$ cat src/rtl/mem_stage.sv
// rtl/mem_stage.sv - memory-access pipeline stage with load extraction and stall hold buffer
//
// Purpose: registers the execute-to-memory bus, takes the data-SRAM read data that
// arrives in the first cycle an instruction sits here, extracts/extends byte,
// halfword or word loads, and drives the write-back and register-file forwarding
// buses. A one-entry hold buffer keeps returned load data stable while stalled.
//
// Ports:
//   clk             in   1    pipeline clock, rising edge
//   resetn          in   1    asynchronous active-low reset
//   stall           in   6    stall vector; bit 3 = this stage, bit 4 = downstream
//   ex_to_mem_bus   in   145  {mem_op, hi_we, hi, lo_we, lo, pc, data_ram_en,
//                              data_ram_wen, sel_rf_res, rf_we, rf_waddr, ex_result}
//   data_sram_rdata in   32   synchronous SRAM read data
//   mem_to_wb_bus   out  136  {hilo, pc, rf_we, rf_waddr, rf_wdata}
//   mem_to_rf_bus   out  104  {hilo, rf_we, rf_waddr, rf_wdata}

module mem_stage (
  input  logic         clk,
  input  logic         resetn,
  input  logic [5:0]   stall,
  input  logic [144:0] ex_to_mem_bus,
  input  logic [31:0]  data_sram_rdata,
  output logic [135:0] mem_to_wb_bus,
  output logic [103:0] mem_to_rf_bus
);

  localparam logic [2:0] OP_LB  = 3'b001;
  localparam logic [2:0] OP_LBU = 3'b010;
  localparam logic [2:0] OP_LH  = 3'b011;
  localparam logic [2:0] OP_LHU = 3'b100;

  logic [144:0] r_q, r_d;
  logic [31:0]  rdata_buf_q, rdata_buf_d;
  logic         buf_valid_q, buf_valid_d;

  // Only bits 3 and 4 of the stall vector concern this stage.
  logic unused_stall;
  assign unused_stall = ^{stall[5], stall[2:0]};

  // Fields of the stage register
  logic [2:0]  mem_op;
  logic [65:0] hilo;
  logic [31:0] pc;
  logic        data_ram_en;
  logic [3:0]  data_ram_wen;
  logic        sel_rf_res;
  logic        rf_we;
  logic [4:0]  rf_waddr;
  logic [31:0] ex_result;

  assign mem_op       = r_q[144:142];
  assign hilo         = r_q[141:76];
  assign pc           = r_q[75:44];
  assign data_ram_en  = r_q[43];
  assign data_ram_wen = r_q[42:39];
  assign sel_rf_res   = r_q[38];
  assign rf_we        = r_q[37];
  assign rf_waddr     = r_q[36:32];
  assign ex_result    = r_q[31:0];

  logic is_load;
  assign is_load = data_ram_en & (data_ram_wen == 4'b0000) & sel_rf_res;

  logic take_new, take_bubble;
  assign take_new    = ~stall[3];
  assign take_bubble = stall[3] & ~stall[4];

  always_comb begin
    r_d         = r_q;
    rdata_buf_d = rdata_buf_q;
    buf_valid_d = buf_valid_q;
    if (take_new) begin
      r_d = ex_to_mem_bus;
    end else if (take_bubble) begin
      r_d = '0;
    end
    // A new occupant (instruction or bubble) always invalidates the buffer,
    // so it takes priority over a capture on the same edge.
    if (take_new || take_bubble) begin
      buf_valid_d = 1'b0;
    end else if (is_load && !buf_valid_q) begin
      rdata_buf_d = data_sram_rdata;
      buf_valid_d = 1'b1;
    end
  end

  always_ff @(posedge clk or negedge resetn) begin
    if (!resetn) begin
      r_q         <= '0;
      rdata_buf_q <= '0;
      buf_valid_q <= 1'b0;
    end else begin
      r_q         <= r_d;
      rdata_buf_q <= rdata_buf_d;
      buf_valid_q <= buf_valid_d;
    end
  end

  // Load extraction: SRAM data is only valid in the first cycle, after that the
  // buffered copy is the source of truth.
  logic [31:0] d;
  logic [31:0] shifted;
  logic [7:0]  load_byte;
  logic [15:0] load_half;
  logic [31:0] load_data;

  assign d         = buf_valid_q ? rdata_buf_q : data_sram_rdata;
  assign shifted   = d >> {ex_result[1:0], 3'b000};
  assign load_byte = shifted[7:0];
  assign load_half = ex_result[1] ? d[31:16] : d[15:0];

  always_comb begin
    load_data = d;
    case (mem_op)
      OP_LB:   load_data = {{24{load_byte[7]}}, load_byte};
      OP_LBU:  load_data = {24'h0, load_byte};
      OP_LH:   load_data = {{16{load_half[15]}}, load_half};
      OP_LHU:  load_data = {16'h0, load_half};
      default: load_data = d;
    endcase
  end

  logic [31:0] rf_wdata;
  assign rf_wdata = sel_rf_res ? load_data : ex_result;

  assign mem_to_wb_bus = {hilo, pc, rf_we, rf_waddr, rf_wdata};
  assign mem_to_rf_bus = {hilo, rf_we, rf_waddr, rf_wdata};

endmodule

$ cat config.mk
export PLATFORM = sky130hd
export DESIGN_NAME = mem_stage
export DESIGN_NICKNAME = d
export VERILOG_FILES = /design/src/rtl/mem_stage.sv
export SDC_FILE = /design/constraint.sdc
export NUM_CORES = 1
export LEC_CHECK = 0
export ABC_AREA = 1
export BUFFER_PORTS_ARGS = -buffer_cell sky130_fd_sc_hd__buf_4
export CORE_MARGIN = 1
export CORE_UTILIZATION = 30
export CTS_CLUSTER_DIAMETER = 100
export DETAILED_ROUTE_END_ITERATION = 7
export HOLD_SLACK_MARGIN = 0.02
export PLACE_DENSITY = 0.59
export SLEW_MARGIN = 10
export SYNTH_ARGS = -nofsm -noshare
export SYNTH_HDL_FRONTEND = slang
export SYNTH_SLANG_ARGS = --single-unit
$ cat constraint.sdc
create_clock -name clk -period 3.75 [get_ports clk]
set_clock_uncertainty 0.15 [all_clocks]
set_input_delay 0.375 -clock clk [delete_from_list [all_inputs] [get_ports clk]]
set_output_delay 0.375 -clock clk [all_outputs]
set_load 0.02 [all_outputs]
# Word-level counts from Yosys, hierarchy flattened
# Cells that the tools add are included.
[totals]
input_bits = 185
ff_bits = 178
output_inout_bits = 240
[op_classes]
bitwise_logic = 6
n_reduce_logical = 6
n_mux = 8
shift = 1
eq_ne = 5
[ops]
columns = ["cell", "n"]
rows = [
  ["145-bit two-way mux", 2],
  ["32-bit case mux with 4 select lines", 1],
  ["32-bit two-way mux", 2],
  ["32-bit by 5-bit right shift with 8-bit output", 1],
  ["16-bit two-way mux", 1],
  ["3-bit by 2-bit equality test with 1-bit output, second input constant", 2],
  ["4-bit logical NOT", 1],
  ["1-bit bitwise AND", 3],
  ["3-bit by 1-bit equality test with 1-bit output, second input constant", 1],
  ["3-bit equality test, second input constant", 1],
  ["1-bit inverter", 3],
  ["1-bit two-way mux", 2],
  ["2-bit by 1-bit != test with 1-bit output, second input constant", 1],
  ["2-bit AND reduction", 1],
  ["2-bit nonzero test", 1],
  ["1-bit logical AND", 1],
  ["1-bit logical NOT", 1],
  ["1-bit logical OR", 1],
]

# Logic depth before layout (Yosys ltp)
# Gate-level depths: netlist of run 1.
[logic_depth]
word_depth = 6
ltp_mapped = 12
depth_no_buf = 10

# Worst setup path before layout of run 1
# Ideal clock, no wire load.
[synth_path]
path_kind = "register to output"
startpoint = "reg buf_valid_q"
endpoint = "out mem_to_wb_bus[2]"
path_slack_ps = 1493
path_stages_with_launch = 11
n_path_buf = 2
t_arrival_ps = 1732
path_cell_list = "dfrtp_1 -> inv_2 -> buf_2 -> nand2_1 -> and2_1 -> nand2_1 -> nand3_1 -> nand2_1 -> nand2_1 -> a21oi_1 -> buf_4"
[synth_via]
elab_chain_len = 4
word_cells_on_any_way = 5
[synth_lines]
columns = ["item", "line_no", "text"]
rows = [
  ["start, declared", "35", "logic buf_valid_q, buf_valid_d;"],
  ["start signal, assigned", "96", "buf_valid_q <= buf_valid_d;"],
  ["32-bit two-way mux *", "108", "assign d = buf_valid_q ? rdata_buf_q : data_sram_rdata;"],
  ["32-bit by 5-bit right shift with 8-bit output / 16-bit two-way mux (equally long branches)", "109, 111", ""],
  ["32-bit case mux with 4 select lines *", "115", "case (mem_op)"],
  ["32-bit two-way mux *", "125", "assign rf_wdata = sel_rf_res ? load_data : ex_result;"],
  ["end, declared", "24", "output logic [135:0] mem_to_wb_bus,"],
]
# Mark *: on every way between the ends. The rest lies on a longest branch, timed or not.

# Worst setup path after layout of run 1
[layout_path]
startpoint = "reg r_q[144]"
endpoint = "out mem_to_wb_bus[13]"
[layout_via]
elab_chain_len = 3
word_cells_on_any_way = 6
[layout_lines]
columns = ["item", "line_no", "text"]
rows = [
  ["start, declared", "33", "logic [144:0] r_q, r_d;"],
  ["start signal, assigned", "94", "r_q <= r_d;"],
  ["3-bit equality test (tied with other cells)", "115", ""],
  ["32-bit case mux with 4 select lines *", "115", ""],
  ["32-bit two-way mux *", "125", ""],
]
# Marked as above.

==> results of run 1 <==
==> tightest hold or removal path: stages <==
cell and delay [ns]:
buf_4 0.12, inv_1 0.05, o21ai_1 0.06
==> report_power, final <==
group          leakage [nW]  switching (mW)  internal (mW)
combinational          5.34           0.891          0.691
clock                 0.297           0.880           1.02
sequential             2.28           0.118           2.08
total                  7.92            1.89           3.80
==> per-layer routing <==
layer  wire length (um)  vias to the layer above  GRT usage (%)
met5                 13                        -              0
met4                778                        2           6.48
met2              17400                      421           33.1
li1                   -                     4833              -
met1              14100                     4606           23.2
met3               2380                       34           4.33
==> synthesized netlist by cell type, drive strengths merged <==
cell type  instances
nand2            236
dfrtp            178
inv              229
buf              262
a31oi              7
o21ai            154
nor4               1
and2               4
clkbuf            25
a21oi             22
nand3b             1
nor2              18
nand3            230
clkinv             1
o22ai             24
==> cell type report <==
cell class	instances	share of cell area [%]
Timing Repair Buffer	601	33.7
Sequential cell	178	30.3
Multi-Input combinational cell	697	22.2
Inverter	230	5.87
Tap cell	455	3.87
Clock buffer	18	2.98
Clock inverter	14	1.12
==> state kept, by name, summed over array words and instances, names as in the netlist <==
signal / flops
buf_valid_q: 1
r_q: 145
rdata_buf_q: 32
==> placed cells by master (no fill, tap or decap), types with 4 or more instances in the layout <==
master,n
a21oi_1,22
dlygate4sd3_1,165
buf_4,432
a31oi_1,7
clkbuf_16,17
nor2_1,16
dfrtp_1,178
inv_6,6
and2_1,4
nand3_1,227
inv_1,226
nand2_1,232
o22ai_1,24
o21ai_0,122
o21ai_1,32
==> logic make-up (layout without fill, tap and decap cells) <==
group	after synthesis	after routing
flip-flops	178	178
buffers and inverters	517	863
AND/OR/NAND/NOR	490	490
AO/OA/AOI/OAI	207	207
==> path summary, 6_finish.rpt <==
path	end	start	depth (start not counted)	slack [ns]
min reg2reg	rdata_buf_q[29]	rdata_buf_q[29]	2	0.35
max in group asynchronous	r_q[65]	resetn	3	2.22
min in group asynchronous	r_q[10]	resetn	2	0.35
min	rdata_buf_q[15]	data_sram_rdata[15]	3	0.05
max	mem_to_wb_bus[13]	r_q[144]	12	0.55
max reg2reg	rdata_buf_q[20]	r_q[38]	6	1.42
==> reports/metrics.cfg, run 1 <==
[outcome]
status = complete, no violations

[cts]
path_clk_slew_ns = 0.07
cts.path.max_buffers = 2
cts.sink_count = 178
clk_latency_ns = 0.45
ctsResizeCount = 0
h-tree-depth = 4
cts_root_buf = clkbuf_16
cts_setup_buffers = 0
cts_buffers = 17
cts_tree = done
cts_hold_buffers = 165

[place]
place_ws_ns = 1.01
placed_area_um2 = 12500
place_congestion = 0.898
port_buffers = 420
dpl.cell_count = 1996
dp_hpwl_um = 23700

[yosys]
synth.distinct_cells = 25
synth_top_family_by_area = buffers and inverters
syn_nets = 1577
yosysTopAreaCell = dfrtp_1
ys_seq_area_share_pct = 42.2
synthMuxAreaShare_pct = 0
synth_area_leaders = dfrtp_1 (42%), buf_4 (15%), nand3_1 (11%)
yosys_warnings = 0
synth_cells = 1392
synth_adder_area_share_pct = 0
avgSynthCellArea_um2 = 7.58
synth-xor-area-share_pct = 0
synth_compound_area_share_pct = 10.2
syn_area_um2 = 10600
synth_simple_gate_area_share_pct = 20.8
synth_top_area_share_pct = 42.2
synth.ff_latch_count = 178

[sta]
period_share_pct = 85.3
layout_setup_ws_ns = 0.552
whs_ns = 0.0519
setup_viol = 0
period_needed_ns = 3.20
finalMaxSlewViolations = 0
relSlewSlack_pct = 28.2
hold_viol_final = 0
fmax_ghz = 0.313
rsz0062_at_grt = false
tightestPinTransition_ns = 1.08
setup_tns_ns = 0

[cells_and_area]
nets = 1910
drive_above_1_share_pct = 27.7
area_delta_synth_final_pct = 39.5
final_core_util_pct = 42.6
final_cell_area_um2 = 14700
antenna_cells = 0
stdcell_count = 2193
fillers = 3447
multi_input_area_um2 = 3270
regArea_um2 = 4450

[setup_path]
slowest_delay_ns = 0.39
start_kind = flop
critPathCaptureType = output pin
worstSetupPathType = flop to output pin
path_common_cell = nand2_1
critical_path_arrival_ns = 2.67
critPathBufInv = 5
required_ns = 3.22
crit_chain = inv_2, nand3_1, nand2_2, nor2_2, buf_4, inv_1, nand2_1, inv_1, nand2_1, nand2_1, nand2_1, buf_4
crit_family = simple AND/OR/NAND/NOR gates
cp_max_fo = 17
crit_slowest_cell = dfrtp_1

[floorplan]
initial_core_util_pct = 30.5
die_height_um = 190
die_x_um = 190
core_region_area_um2 = 34500
io-pin-count = 425
rows = 68
die_area_um2 = 35900

[drt]
drt-initial-drc-count = 691
wire_per_inst_um = 15.8
vias = 9896
drt_drc_violations_left = 0
drt_wl_total_um = 34700
antenna_left = 0
dr.pass1.iters = 5
vias_per_cell = 4.51

[grt]
grt_max_degree = 267
grt_antenna_before_repair = 1
grt_pass1_wl_um = 53200
track_usage_pct = 19.1
grt_overflow = 0
grt_pass1_vias = 9607

[flow_run]
max-cap-violations = 0

[power_and_ir_drop]
leakagePower_nw = 7.92
p_per_area_nw_per_um2 = 386
ir_drop_uv = 327
power_mw = 5.68

[worst_hold_path]
hold_path_class = primary input to flop

Note: power is estimated with default switching activity, not from simulation.
==> run 2: changes to the inputs <==
==> constraint.sdc (replaced) <==
create_clock -name clk -period 3.75 [get_ports clk]
set_clock_uncertainty 0.15 [all_clocks]
set_input_delay 0.5625 -clock clk [delete_from_list [all_inputs] [get_ports clk]]
set_output_delay 0.5625 -clock clk [all_outputs]
set_load 0.02 [all_outputs]
==> reports/metrics.cfg, run 2 (synthesis gave the netlist of run 1 again) <==
[outcome]
status = complete, no violations

[place]
dp_hpwl_um = 23800  ; +0.43%
port_buffers = 420  ; unchanged
place_congestion = 0.911  ; +1.4%
dpl.cell_count = 1997  ; +0.050%

[cells_and_area]
final_cell_mix = buf_4 (433), nand2_1 (232), nand3_1 (227)
reg.largest.list = r_q: 145 flops, rdata_buf_q: 32 flops, buf_valid_q: 1 flops
nets = 1747  ; -8.5%
antenna_cells = 0  ; unchanged
fillers = 3659  ; +6.2%
largest_register = r_q
regArea_um2 = 4450  ; unchanged
area_delta_synth_final_pct = 24.4
final_core_util_pct = 38.0  ; -4.6 points
drive_above_1_share_pct = 30.7  ; +2.9 points
stdcell_count = 2030  ; -7.4%
largest_reg_flops = 145  ; unchanged
multi_input_area_um2 = 3270  ; unchanged
final_common_cell = buf_4

[floorplan]
initial_core_util_pct = 30.5  ; unchanged
die_x_um = 190  ; unchanged
rows = 68  ; unchanged
io-pin-count = 425  ; unchanged
die_area_um2 = 35900  ; unchanged
die_height_um = 190  ; unchanged
core_region_area_um2 = 34500  ; unchanged

[power_and_ir_drop]
switching_power_mw = 1.83  ; -2.9%
leakagePower_nw = 7.25  ; -8.4%
pwr-share-seq_pct = 39.0  ; +0.3 points
p_per_area_nw_per_um2 = 429  ; +11%
p_int_mw = 3.80  ; +0.12%
swShare_pct = 32.5  ; -0.69 points
p_clk_share_pct = 35.6  ; +2.1 points
comb_power_share_pct = 25.4  ; -2.4 points
ir_drop_uv = 327  ; -0.12%

[grt]
grt_pass1_wl_um = 49500  ; -6.9%
grt_antenna_before_repair = 0  ; -1
track_usage_pct = 18.0  ; -1.1 points
grt_pass1_vias = 8791  ; -8.5%
grt_overflow = 0  ; unchanged
grt_max_degree = 267  ; unchanged

[setup_path]
critical_path_arrival_ns = 2.61  ; -0.06 ns
required_ns = 3.04  ; -0.18 ns
cp_max_fo = 22  ; +5
worstSetupPathType = flop to output pin
critPathCaptureType = output pin
start_kind = flop

[cts]
h-tree-depth = 4  ; unchanged
clk_latency_ns = 0.45  ; about the same
cts_buffers = 17  ; unchanged
ctsResizeCount = 0  ; unchanged
cts_root_buf = clkbuf_16
cts.sink_count = 178  ; unchanged
path_clk_slew_ns = 0.08  ; about the same
cts_tree = done
cts.path.max_buffers = 2  ; unchanged

[sta]
setup_tns_ns = 0  ; unchanged
period_needed_ns = 3.33  ; +0.129 ns
setup_viol = 0  ; unchanged
hold_viol_final = 0  ; unchanged
finalMaxSlewViolations = 0  ; unchanged
fmax_ghz = 0.301  ; -3.9%
period_share_pct = 88.7  ; +3.4 points
rsz0062_at_grt = false
tightestPinTransition_ns = 1.17  ; +0.0970 ns
relSlewSlack_pct = 21.7  ; -6.5 points

[drt]
drt-initial-drc-count = 527  ; -24%
dr.pass1.iters = 5  ; unchanged
drt_drc_violations_left = 0  ; unchanged
antenna_left = 0  ; unchanged
vias_per_cell = 4.49  ; -0.49%
wire_per_inst_um = 16.0  ; +1.3%
drt_wl_total_um = 32500  ; -6.2%
vias = 9116  ; -7.9%

[worst_hold_path]
hold_path_class = primary input to flop

[flow_run]
max-cap-violations = 0  ; unchanged

run 2: path summary, 6_finish.rpt:
path,end,slack [ns],startpoint,cells after the start
worst max-delay path,mem_to_wb_bus[7],0.42,r_q[144],10
worst min-delay path,r_q[96],0.19,ex_to_mem_bus[96],3
worst max register to register,rdata_buf_q[20],1.54,r_q[38],7
worst min register to register,rdata_buf_q[2],0.34,rdata_buf_q[2],2
max in group asynchronous,r_q[136],2.05,resetn,3
min in group asynchronous,rdata_buf_q[19],0.54,resetn,2
run 2: routing by layer:
| metal | vias to the layer above | routed length (um) | part of all wire (%) | track usage, % |
|---|---|---|---|---|
| li1 | 4519 | - | - | - |
| met1 | 4215 | 13200 | 41 | 21.8 |
| met2 | 348 | 16200 | 50 | 30.7 |
| met3 | 34 | 2360 | 7.2 | 4.67 |
| met4 | 0 | 722 | 2.2 | 6.76 |
| met5 | - | 0 | 0 | 0 |
run 2: power groups by stage:
stage | clock network, mW | logic [mW] | registers [mW]
finish | 2.01 | 1.43 | 2.19
floorplan | 0 | 1.02 | 2.19
CTS | 2.05 | 1.45 | 2.19
global route | 2.12 | 1.56 | 2.21
detailed placement | 0 | 1.44 | 2.23
global placement | 0 | 1.43 | 2.22
run 2: layout make-up:
class	count	area share [%]
clock inverter	15	1.67
clock buffer	17	3.24
sequential	178	33.9
inverter	230	6.58
tap	455	4.34
multi-input combinational	697	24.9
timing repair buffer	438	25.3
run 2: worst max-delay path: stages (launching register included):
cell	delay, ns
dfrtp_1	0.37
inv_2	0.06
nand3_1	0.11
nand2_2	0.19
nor2_2	0.36
buf_4	0.35
nand2_1	0.08
nand2_1	0.07
nor2_1	0.04
a21oi_1	0.30
buf_4	0.21
run 2: through the flow:
stage	power (mW)	setup WS (ns)	area [um^2]	hold slack, ns
6_report	5.63	0.423	13100	0.188
5_1_grt	5.90	0.273	13100	0.184
4_1_cts	5.69	0.441	13100	0.165
3_5_place_dp	3.67	0.951	12500	0.329
3_3_place_gp	3.66	0.968	12500	0.323
2_1_floorplan	3.21	1.30	10600	0.117
run 2: what timing repair did:
item | CTS | global route
setup buffers | 0 | 0
hold buffers | 1 | 0
hold endpoints to repair | 20 | 0
==> run 3: changes to the inputs <==
--- a/config.mk
+++ b/config.mk
@@ -7,12 +7,12 @@
 export LEC_CHECK = 0
 export ABC_AREA = 1
 export BUFFER_PORTS_ARGS = -buffer_cell sky130_fd_sc_hd__buf_4
-export CORE_MARGIN = 1
-export CORE_UTILIZATION = 30
+export CORE_AREA = 2 2 167 169
 export CTS_CLUSTER_DIAMETER = 100
 export DETAILED_ROUTE_END_ITERATION = 7
+export DIE_AREA = 0 0 169 171
 export HOLD_SLACK_MARGIN = 0.02
-export PLACE_DENSITY = 0.59
+export PLACE_DENSITY = 0.72
 export SLEW_MARGIN = 10
 export SYNTH_ARGS = -nofsm -noshare
 export SYNTH_HDL_FRONTEND = slang
==> reports/metrics.cfg, run 3 (synthesis gave the netlist of run 1 again) <==
[cells_and_area]
nets = 1746  ; -0.057%
reg.largest.list = r_q: 145 flops, rdata_buf_q: 32 flops, buf_valid_q: 1 flops
largest_register = r_q
drive_above_1_share_pct = 30.6  ; -0.044 points
final_cell_mix = buf_4 (432), nand2_1 (232), nand3_1 (227)
largest_reg_flops = 145  ; unchanged
antenna_cells = 0  ; unchanged
final_common_cell = buf_4
area_delta_synth_final_pct = 22.5

[place]
place_congestion = 0.931  ; +2.2%
dp_hpwl_um = 23600  ; -0.66%
place_ws_ns = 0.765  ; -0.187 ns
port_buffers = 420  ; unchanged

[drt]
dr.pass1.iters = 5  ; unchanged
drt-initial-drc-count = 692  ; +31%
drt_drc_violations_left = 0  ; unchanged
routed-wl-met3_um = 2350  ; -0.25%
vias = 9138  ; +0.24%
antenna_left = 0  ; unchanged
drt_wl_total_um = 32200  ; -1.2%
wire_per_inst_um = 16.8  ; +4.5%
met2_length_um = 15900  ; -2.2%
routed.top_layer = met5
vias_per_cell = 4.76  ; +6.0%
m1WireLength_um = 12800  ; -3.4%

[power_and_ir_drop]
p_per_area_nw_per_um2 = 421  ; -1.9%
leakagePower_nw = 7.22  ; -0.45%
ir_drop_uv = 300  ; -8.3%

[floorplan]
die_x_um = 169  ; -11%
die_height_um = 171  ; -9.8%
core_region_area_um2 = 27300  ; -21%
initial_core_util_pct = 38.6  ; +8.1 points
io-pin-count = 425  ; unchanged
die_area_um2 = 28900  ; -20%
rows = 61  ; -10%

[setup_path]
startpoint = r_q[1]
rr_worst_depth = 7  ; unchanged
start_kind = flop
worstSetupPathType = flop to output pin
required_ns = 3.04  ; about the same
critPathCaptureType = output pin
reg2reg_slack_ns = 1.72  ; +0.18 ns
r2r_start = r_q[38]
crit_path_end = mem_to_rf_bus[15]
cp_max_fo = 24  ; +9.1%
critical_path_arrival_ns = 2.77  ; +0.16 ns
reg2reg_to = rdata_buf_q[26]

[cts]
cts_hold_buffers = 1  ; unchanged
cts_buffers = 17  ; unchanged
path_clk_slew_ns = 0.09  ; about the same
cts.sink_count = 178  ; unchanged
cts_root_buf = clkbuf_16
h-tree-depth = 4  ; unchanged
cts.path.max_buffers = 2  ; unchanged
ctsResizeCount = 0  ; unchanged
cts_setup_buffers = 0  ; unchanged
clk_latency_ns = 0.43  ; -0.02 ns
cts_tree = done

[sta]
period_needed_ns = 3.48  ; +0.157 ns
setup_viol = 0  ; unchanged
finalMaxSlewViolations = 0  ; unchanged
hold_viol_final = 0  ; unchanged
tightestPinTransition_ns = 0.855  ; -0.319 ns
rsz0062_at_grt = false
fmax_ghz = 0.287  ; -4.5%
relSlewSlack_pct = 43.0  ; +21 points
setup_tns_ns = 0  ; unchanged
layout_setup_ws_ns = 0.266  ; -0.157 ns
period_share_pct = 92.9  ; +4.2 points

[grt]
grt_pass1_vias = 8778  ; -0.15%
grt_overflow = 0  ; unchanged
grt_max_degree = 189  ; -29%
grt_pass1_wl_um = 48600  ; -2.0%
grt_antenna_before_repair = 1  ; +1
track_usage_pct = 21.6  ; +3.6 points

[outcome]
status = complete, no violations

[flow_run]
max-cap-violations = 0  ; unchanged

[worst_hold_path]
hold_path_class = primary input to flop

-- run 3: through the flow --
step / utilization [%] / hold slack (ns) / area [um^2] / total power, mW / cells
floorplan: - / 0.117 / 10600 / 3.21 / 1392
global placement: 45.1 / 0.323 / 12300 / 3.65 / 1887
detailed placement: 45.1 / 0.330 / 12300 / 3.67 / 1887
CTS: 47.3 / 0.184 / 12900 / 5.49 / 1920
global route: 47.3 / 0.197 / 12900 / 5.70 / 1920
finish: 47.3 / 0.201 / 12900 / 5.44 / 1920
-- run 3: worst max-delay path, cell delays in order, from the launching register on --
cell     delay (ns)
dfrtp_1        0.56
inv_1          0.33
nand3_2        0.20
nand3_1        0.09
nand2_1        0.13
nand2_2        0.30
a21oi_1        0.49
buf_4          0.22
-- run 3: power breakdown --
group	internal, mW	total [mW]	switching [mW]
sequential	2.08	2.20	0.119
clock	0.896	1.81	0.911
combinational	0.580	1.43	0.852
total	3.56	5.44	1.88
-- run 3: worst min path at each step --
stage,from,endpoint,slack [ns],depth (start not counted)
2_1_floorplan,resetn,buf_valid_q,0.12,0
3_3_place_gp,rdata_buf_q[22],rdata_buf_q[22],0.32,2
3_5_place_dp,rdata_buf_q[31],rdata_buf_q[31],0.33,2
4_1_cts,ex_to_mem_bus[90],r_q[90],0.18,3
5_1_grt,ex_to_mem_bus[36],r_q[36],0.20,3
6_report,ex_to_mem_bus[141],r_q[141],0.20,3
-- run 3: per-layer routing --
layer,vias up,global-route usage [%]
li1,4504,-
met1,4209,25.9
met2,371,37.5
met3,52,4.81
met4,2,9.40
met5,-,0
-- run 3: area by class of cell --
class | count | area, um^2
Multi-Input combinational cell | 697 | 3270
Tap cell | 346 | 433
Clock buffer | 17 | 425
Sequential cell | 178 | 4450
Fill cell | 2760 | 14400
Clock inverter | 15 | 161
Inverter | 230 | 863
Timing Repair Buffer | 437 | 3320
